File: src/rtl/flappy_pkg.sv
// Shared types and default geometry for the flappy-bird playfield blocks.
package flappy_pkg;

   typedef enum logic [1:0] {
      IDLE    = 2'd0,
      FLY     = 2'd1,
      CRASHED = 2'd2
   } bird_state_t;

   localparam int ROWS      = 16;
   localparam int ROW_W     = 4;
   localparam int START_ROW = 8;

endpackage

File: src/rtl/bird_physics_if.sv
// Control inputs and playfield outputs of the bird physics block.
interface bird_physics_if #(
   parameter int ROW_W = flappy_pkg::ROW_W
) ();

   logic             flap;
   logic             restart;
   logic [ROW_W-1:0] row;
   logic             crashed;
   logic             flying;

   modport master (
      output flap,
      output restart,
      input  row,
      input  crashed,
      input  flying
   );

   modport slave (
      input  flap,
      input  restart,
      output row,
      output crashed,
      output flying
   );

endinterface

File: src/rtl/gravity_tick.sv
// Free-running divider that emits a one-cycle tick every DIV enabled cycles.
module gravity_tick #(
   parameter int DIV = 25000000
) (
   input  logic clk,
   input  logic rst_n,
   input  logic clr_i,
   input  logic en_i,
   output logic tick_o
);

   localparam int            CW = (DIV > 2) ? $clog2(DIV) : 1;
   localparam logic [CW-1:0] TC = CW'(DIV - 1);

   logic [CW-1:0] cnt_q;
   logic [CW-1:0] cnt_d;

   assign tick_o = en_i && (cnt_q == TC);

   // clear dominates enable so a flap restarts the gravity period cleanly
   always_comb begin
      cnt_d = cnt_q;
      if (clr_i) begin
         cnt_d = '0;
      end else if (en_i) begin
         cnt_d = tick_o ? '0 : cnt_q + CW'(1);
      end
   end

   always_ff @(posedge clk or negedge rst_n) begin
      if (!rst_n) begin
         cnt_q <= '0;
      end else begin
         cnt_q <= cnt_d;
      end
   end

endmodule

File: src/rtl/bird_physics.sv
// Bird vertical position: gravity at a fixed tick rate, flap lift, floor crash.
//
//   state   | meaning
//   --------+-----------------------------------------------------------
//   IDLE    | waiting for first flap; row parked at START_ROW
//   FLY     | gravity active; flaps raise the bird, floor tick crashes
//   CRASHED | frozen at row 0 until restart
module bird_physics
   import flappy_pkg::*;
#(
   parameter int ROWS      = flappy_pkg::ROWS,
   parameter int ROW_W     = flappy_pkg::ROW_W,
   parameter int TICK_DIV  = 25000000,
   parameter int FLAP_ROWS = 2,
   parameter int START_ROW = flappy_pkg::START_ROW
) (
   input  logic           clk,
   input  logic           rst_n,
   bird_physics_if.slave  bus
);

   localparam logic [ROW_W-1:0] ROW_TOP   = ROW_W'(ROWS - 1);
   localparam logic [ROW_W-1:0] ROW_START = ROW_W'(START_ROW);
   localparam logic [ROW_W:0]   FLAP_INC  = (ROW_W + 1)'(FLAP_ROWS);

   bird_state_t      state_q;
   bird_state_t      state_d;
   logic [ROW_W-1:0] row_q;
   logic [ROW_W-1:0] row_d;
   logic             flying_q;
   logic             crashed_q;
   logic [ROW_W:0]   row_up;
   logic             tick;
   logic             tick_clr;
   logic             tick_en;

   assign row_up   = {1'b0, row_q} + FLAP_INC;
   assign tick_en  = (state_q == FLY);
   assign tick_clr = (state_q != FLY) || bus.flap;

   gravity_tick #(
      .DIV (TICK_DIV)
   ) u_gravity_tick (
      .clk    (clk),
      .rst_n  (rst_n),
      .clr_i  (tick_clr),
      .en_i   (tick_en),
      .tick_o (tick)
   );

   always_comb begin
      state_d = state_q;
      row_d   = row_q;
      unique case (state_q)
         IDLE: begin
            row_d = ROW_START;
            if (bus.flap) begin
               state_d = FLY;
            end
         end
         FLY: begin
            // a flap on a tick edge suppresses that tick's gravity step
            if (bus.flap) begin
               row_d = (row_up > {1'b0, ROW_TOP}) ? ROW_TOP : row_up[ROW_W-1:0];
            end else if (tick) begin
               if (row_q != '0) begin
                  row_d = row_q - ROW_W'(1);
               end else begin
                  state_d = CRASHED;
               end
            end
         end
         CRASHED: begin
            if (bus.restart) begin
               state_d = IDLE;
               row_d   = ROW_START;
            end
         end
         default: begin
            state_d = IDLE;
            row_d   = ROW_START;
         end
      endcase
   end

   always_ff @(posedge clk or negedge rst_n) begin
      if (!rst_n) begin
         state_q   <= IDLE;
         row_q     <= ROW_START;
         flying_q  <= 1'b0;
         crashed_q <= 1'b0;
      end else begin
         state_q   <= state_d;
         row_q     <= row_d;
         flying_q  <= (state_d == FLY);
         crashed_q <= (state_d == CRASHED);
      end
   end

   assign bus.row     = row_q;
   assign bus.flying  = flying_q;
   assign bus.crashed = crashed_q;

endmodule

File: src/flat_wrapper.sv
// flat-port wrapper written by rule: the top's interface ports become plain ports
module bird_physics_flat import flappy_pkg::*;
#(
   parameter int ROWS      = flappy_pkg::ROWS,
   parameter int ROW_W     = flappy_pkg::ROW_W,
   parameter int TICK_DIV  = 25000000,
   parameter int FLAP_ROWS = 2,
   parameter int START_ROW = flappy_pkg::START_ROW
)
  (clk, rst_n, bus_flap, bus_restart, bus_row, bus_crashed, bus_flying);
  bird_physics_if #(.ROW_W(ROW_W)) bus_i ();
  input  logic clk;
  input  logic rst_n;
  input wire logic [$bits(bus_i.flap)-1:0] bus_flap;
  input wire logic [$bits(bus_i.restart)-1:0] bus_restart;
  output wire logic [$bits(bus_i.row)-1:0] bus_row;
  output wire logic [$bits(bus_i.crashed)-1:0] bus_crashed;
  output wire logic [$bits(bus_i.flying)-1:0] bus_flying;
  assign bus_i.flap = bus_flap;
  assign bus_i.restart = bus_restart;
  assign bus_row = bus_i.row;
  assign bus_crashed = bus_i.crashed;
  assign bus_flying = bus_i.flying;
  bird_physics #(.ROWS(ROWS), .ROW_W(ROW_W), .TICK_DIV(TICK_DIV), .FLAP_ROWS(FLAP_ROWS), .START_ROW(START_ROW)) u_core (.clk(clk), .rst_n(rst_n), .bus(bus_i));
endmodule
File: config.mk
export PLATFORM = sky130hd
export DESIGN_NAME = bird_physics_flat
export DESIGN_NICKNAME = d
export VERILOG_FILES = /design/src/rtl/flappy_pkg.sv /design/src/rtl/bird_physics_if.sv /design/src/rtl/gravity_tick.sv /design/src/rtl/bird_physics.sv /design/src/flat_wrapper.sv
export SDC_FILE = /design/constraint.sdc
export NUM_CORES = 1
export LEC_CHECK = 0
export ABC_AREA = 1
export ABC_CLOCK_PERIOD_IN_PS = 4100
export CAP_MARGIN = 20
export CORE_AREA = 2 2 79 81
export CTS_CLUSTER_SIZE = 30
export DETAILED_ROUTE_END_ITERATION = 10
export DIE_AREA = 0 0 81 83
export HOLD_SLACK_MARGIN = 0.06
export PLACE_DENSITY = 0.55
export SYNTH_ARGS = -nofsm -noshare
export SYNTH_HDL_FRONTEND = slang
export SYNTH_SLANG_ARGS = --single-unit
File: constraint.sdc
create_clock -name clk -period 4.1 [get_ports clk]
set_input_delay 1.025 -clock clk [delete_from_list [all_inputs] [get_ports clk]]
set_output_delay 1.025 -clock clk [all_outputs]
set_load 0.02 [all_outputs]
# Word-level counts from Yosys, hierarchy flattened
# Cells that the tools add are included.
[word_totals]
reg_bits = 33
input_bits = 4
output_inout_bits = 6
elab_cells = 39
[op_classes]
n_addsub = 3
magnitude_cmp = 1
n_eq_ne = 9
mux = 15
n_reduce_logical = 6
[ops]
columns = ["operator", "n"]
rows = [
  ["$mux W25", 3],
  ["$add A25 B1 Y25 const B", 1],
  ["$eq A25 B25 Y1 const B", 1],
  ["$mux W4", 5],
  ["$mux W2", 5],
  ["$pmux W4 S2", 1],
  ["$ne A3 B2 Y1 const B", 2],
  ["$pmux W2 S3", 1],
  ["$add A4 B2 Y5 const B", 1],
  ["$gt A5 B4 Y1 const B", 1],
  ["$eq A2 B1 Y1 const B", 2],
  ["$eq A2 B2 Y1 const B", 2],
  ["$reduce_bool A4 Y1", 1],
  ["$sub A4 B1 Y4 const B", 1],
  ["$reduce_and A3 Y1", 1],
  ["$logic_not A2 Y1", 1],
  ["$ne A2 B1 Y1 const B", 1],
  ["$ne A2 B2 Y1 const B", 1],
  ["$reduce_bool A2 Y1", 1],
  ["$logic_and A1 B1 Y1", 1],
  ["$logic_or A1 B1 Y1", 1],
]

# Longest topological paths before layout
[depth]
depth_word = 6
ltp_mapped = 11
ltp_nobuf = 11

# By module
# Synthesis repeated with hierarchy kept, for this count alone.
[unflattened]
hier_cells = 308
hier_area_um2 = 2202.1
[by_module_without_submodules]
columns = ["module", "n_inst", "cells_per_inst", "area_per_inst_um2", "seq_area_each_um2"]
rows = [
  ["gravity_tick", 1, 229, 1590.3, 625.6],
  ["bird_physics", 1, 79, 611.8, 201.4],
]

# Worst setup path after synthesis
# Ideal clock, no wire load.
[synth_path]
kind = "in2reg"
start = "input port bus_flap"
end = "register u_core.u_gravity_tick.cnt_q[13]"
setup_ps = 77
t_arrival_ps = 1699
required_time_ps = 4023
path_slack_ps = 2323
cell_stages = 5
n_path_buf = 0
cell_sequence = "nor2_4 > inv_1 > a21oi_2 > o21ai_0 > a21oi_1"
[synth_between]
elab_chain_cells = 2
word_cells_on_any_way = 3
classes_between = "1 x mux; 2 x reduce/logical"
[synth_rtl]
columns = ["item", "line_no", "source"]
rows = [
  ["start, declared", "flat_wrapper.sv:14", "input wire logic [$bits(bus_i.flap)-1:0] bus_flap;"],
  ["$logic_or A1 B1 Y1 *", "bird_physics.sv:39", "assign tick_clr = (state_q != FLY) || bus.flap;"],
  ["$mux W25 / $reduce_bool A2 Y1 (equally long branches)", "-", ""],
  ["end signal, assigned", "gravity_tick.sv:34", "cnt_q <= cnt_d;"],
  ["end, declared", "gravity_tick.sv:15", "logic [CW-1:0] cnt_q;"],
]
# Mark *: on every way between the ends. The rest lies on a longest branch, timed or not.
# A chain may end at the register's enable or synchronous reset.

# Worst setup path in the final report
[layout_path]
start = "register u_core.row_q[3], in the netlist u_core.bus.row[3]"
end = "output port bus_row[3]"
[layout_lines]
columns = ["item", "line_no", "source"]
rows = [
  ["start, declared", "bird_physics.sv:28", "logic [ROW_W-1:0] row_q;"],
  ["start signal, assigned", "bird_physics.sv:94", "row_q <= row_d;"],
  ["end, declared", "flat_wrapper.sv:16", "output wire logic [$bits(bus_i.row)-1:0] bus_row;"],
]
# No word-level cell between the ends.

==> summary.md <==
| Metric | Value |
|---|---|
| Max-slew headroom | 0.675 |
| R2R Path End | u_core.bus.row[2] |
| Netlist cell types | 30 |
| H-tree depth | 2 |
| Post-layout nets | roughly 290 |
| Die Width | ~81 um |
| Hold path start | u_core.u_gravity_tick.cnt_q[0] |
| Post-detail-place hpwl | roughly 3.2 mm |
| Synthesized area | between 0.0015 and 0.002 sq mm |
| Final setup viols | 0 |
| Kind of critical path | flop to output pin |
| Grt total ovfl | 0 |
| Final setup skew | a little under 0.009 ns |
| Setup Fix Bufs, Post-CTS | 0 |
| Synth Area in Compound Gates | 0.0858 |
| Starting Density | 0.341 |
| Least-Margin Pin Slew | around 0.49 ns |
| GR Util All Layers | 0.141 |
| Critical Path AT | between 1 and 1.5 ns |
| Post-synthesis xor/xnor area fraction | 0.0397 |
| I/O Pins | 10 |
| TritonCTS Buffers | 5 |
| Core ar. | a little under 0.006 sq mm |
| Sw frac | 0.312 |
| Crit path largest cell delay | ~0.62 ns |
| Main combinational cell family by area after synthesis | simple AND/OR/NAND/NOR gates |
| Final WL | between 4 and 5 mm |
| Hold WC Path Type | flop to flop |
| CTS tree | yes |
| Post-synth net total | 273 |
| Post-layout instance area | ~0.0023 sq mm |
| Worst reg2reg setup slack | approximately 2.4 ns |
| CP Buf/Inv Count | 1 |
| Sequential-to-total area share from yosys stat | 0.417 |
| Mux share of post-synthesis cell area | 0 |
| Die height | slightly above 80 um |
| Drt pass-1 iters | 4 |
| Drt wl/cell | about 12 um |
| Vias in the first global route | between 1500 and 2000 |
| ANT nets after route | 0 |
| Clock Power Share | 0.339 |
| Worst Path Required | roughly 3.1 ns |
| Placed cell areas | 0.00217 sq mm |
| Slowest CP cell | clkdlybuf4s50_1 |
| Sequential share of power | 0.408 |
| Final Max Slew Viols | 0 |
| CTS Root Cell | clkbuf_8 |
| Commonest non-fill, non-tap cells in the layout | nand2_1 (53), nor2_1 (39), inv_1 (34), dfrtp_1 (32), a21oi_1 (15) |
| Syn avg cell area | 7.60 sq um |
| Period Utilization, post-route | 0.612 |
| Gates resized, CTS repair | 0 |
| Post-synthesis simple-gate area fraction | 0.335 |
| Most common cell after layout, fill and taps aside | nand2_1 |
| Net Sw Power | slightly below 300 uW |
| Area Growth Syn to Fin | 15.3% |
| Clock Latency Late Sink | roughly 0.29 ns |
| Int Pwr | 653 uW |
| GPL Wtd Cong | roughly 0.81 |
| Die Footprint | 0.00672 sq mm |
| Fillers | approximately 630 |
| CP startpoint kind | flop |
| RSZ-0062 raised after global routing | no |
| Clk sinks | 33 |
| Worst-path cell chain | clkdlybuf4s50_1 |
| Number of cell rows | 28 |
| Comb pwr share | 0.253 |
| Adder-Cell Fraction of Synth Area | 0.0505 |
| Minimum clock period | between 2 and 3 ns |
| Crit Path Max Fanout | 5 |
| Mapped Cells | approximately 260 |
| Hold Vio Cnt, Final | 0 |
| LEAKAGE | roughly 0.93 nW |
| Hold path depth | 1 |
| Port Buffers | 9 |
| Worst path top cell family by delay | buffers and inverters |
| Status | finished, final reports clean |
| DRC | 0 |
| Fraction of final layout cells sized beyond drive strength 1 | 0.115 |
| Vias | approximately 1600 |
| Worst-case reg-to-reg path depth | 10 |
| Initial DRC count | 52 |
| Fmax | between 0.3 and 0.4 GHz |
| CTS Buffer Depth | 2 |
| Synth Register Bits | 33 |
| First-pass GRT wire length | about 7.3 mm |
| Hold Path End | u_core.u_gravity_tick.cnt_q[0] |
| # hold bufs at CTS | 0 |
| Worst r2r src | u_core.u_gravity_tick.cnt_q[0] |
| Max_cap viols | 0 |
| Post-route setup TNS | 0 ns |
| Syn. warnings | 0 |
| Largest net degree at the start of global routing | 34 |
| Clock slew at reported path FFs | ~0.070 ns |
| Diodes inserted | 0 |
| Vias per cell | ~4.6 |
| CP Capture Type | output pin |
| P per Cell Area | between 400 and 500 mW/mm^2 |
| Initial antenna violation count | 0 |
| Worst VDD drop | between 0.2 and 0.3 mV |
cells in the mapped netlist, drive strengths merged:
cell type,instances,area [sq um]
nand3,15,85.1
and2,1,6.26
inv,36,135
nor4,1,12.5
or2,1,6.26
a31oi,1,6.26
a21boi,1,7.51
nor3b,1,7.51
a21oi,16,83.8
dfstp,1,26.3
nand4,3,18.8
nor2,48,213
ha,8,100
nor3,14,75.1
buf,1,7.51
xnor2,3,26.3
dfrtp,32,801
o21bai,1,7.51
o21ai,13,65.1
xor2,6,52.6
nand2,58,240
worst max-delay path by stage:
stage / startpoint / endpoint / depth (start not counted)
6_report: u_core.bus.row[3] / bus_row[3] / 1
5_1_grt: u_core.bus.row[3] / bus_row[3] / 1
4_1_cts: u_core.bus.row[3] / bus_row[3] / 1
3_5_place_dp: bus_flap / u_core.u_gravity_tick.cnt_q[17] / 6
3_3_place_gp: bus_flap / u_core.u_gravity_tick.cnt_q[17] / 6
2_1_floorplan: bus_flap / u_core.u_gravity_tick.cnt_q[13] / 5
cells by family after synthesis:
family,after synthesis
flip-flops,33
buffers and inverters,37
adder cells (fa/ha/maj),8
AND/OR/NAND/NOR,142
XOR/XNOR,9
AO/OA/AOI/OAI,32
flip-flops by register name, indices dropped and copies added, names as in the netlist:
name                         cells
u_core.bus.row                   4
u_core.bus.flying                1
u_core.bus.crashed               1
u_core.state_q                   2
u_core.u_gravity_tick.cnt_q     25
layout make-up:
| cell class | instances | area (sq um) | share of cell area |
|---|---|---|---|
| Clock buffer | 6 | 82.6 | 0.0361 |
| Tap cell | 75 | 93.8 | 0.0410 |
| Clock inverter | 2 | 37.5 | 0.0164 |
| Inverter | 36 | 135 | 0.0591 |
| Sequential cell | 33 | 827 | 0.362 |
| Timing Repair Buffer | 10 | 97.6 | 0.0427 |
| Multi-Input combinational cell | 191 | 1010 | 0.443 |
layer usage:
metal | share of wire | wire length, um | track usage | vias up
met2 | 0.45 | 1900 | 0.197 | 17
met4 | 0.016 | 69 | 0.0555 | 0
met1 | 0.50 | 2130 | 0.207 | 752
li1 | - | - | - | 855
met5 | 0 | 0 | 0 | -
met3 | 0.031 | 132 | 0.0337 | 7
through the flow:
stage          hold slack [ns]  std cells  total power [mW]  utilization  setup slack [ns]
2_1_floorplan            0.431        261             0.545            -              2.32
3_3_place_gp             0.454        345             0.636        0.373              1.53
3_5_place_dp             0.470        345             0.636        0.373              1.48
4_1_cts                  0.481        353             0.965        0.393              1.57
5_1_grt                  0.507        353              1.02        0.393              1.53
6_report                 0.470        353             0.950        0.393              1.59
power by group through the flow:
stage               Combinational (mW)  Clock [mW]  Sequential, mW
CTS                              0.245       0.332           0.389
detailed placement               0.243           0           0.394
global placement                 0.242           0           0.394
finish                           0.240       0.322           0.387
global route                     0.279       0.347           0.394
floorplan                        0.136           0           0.409
Power figures use the tool's default switching activity.
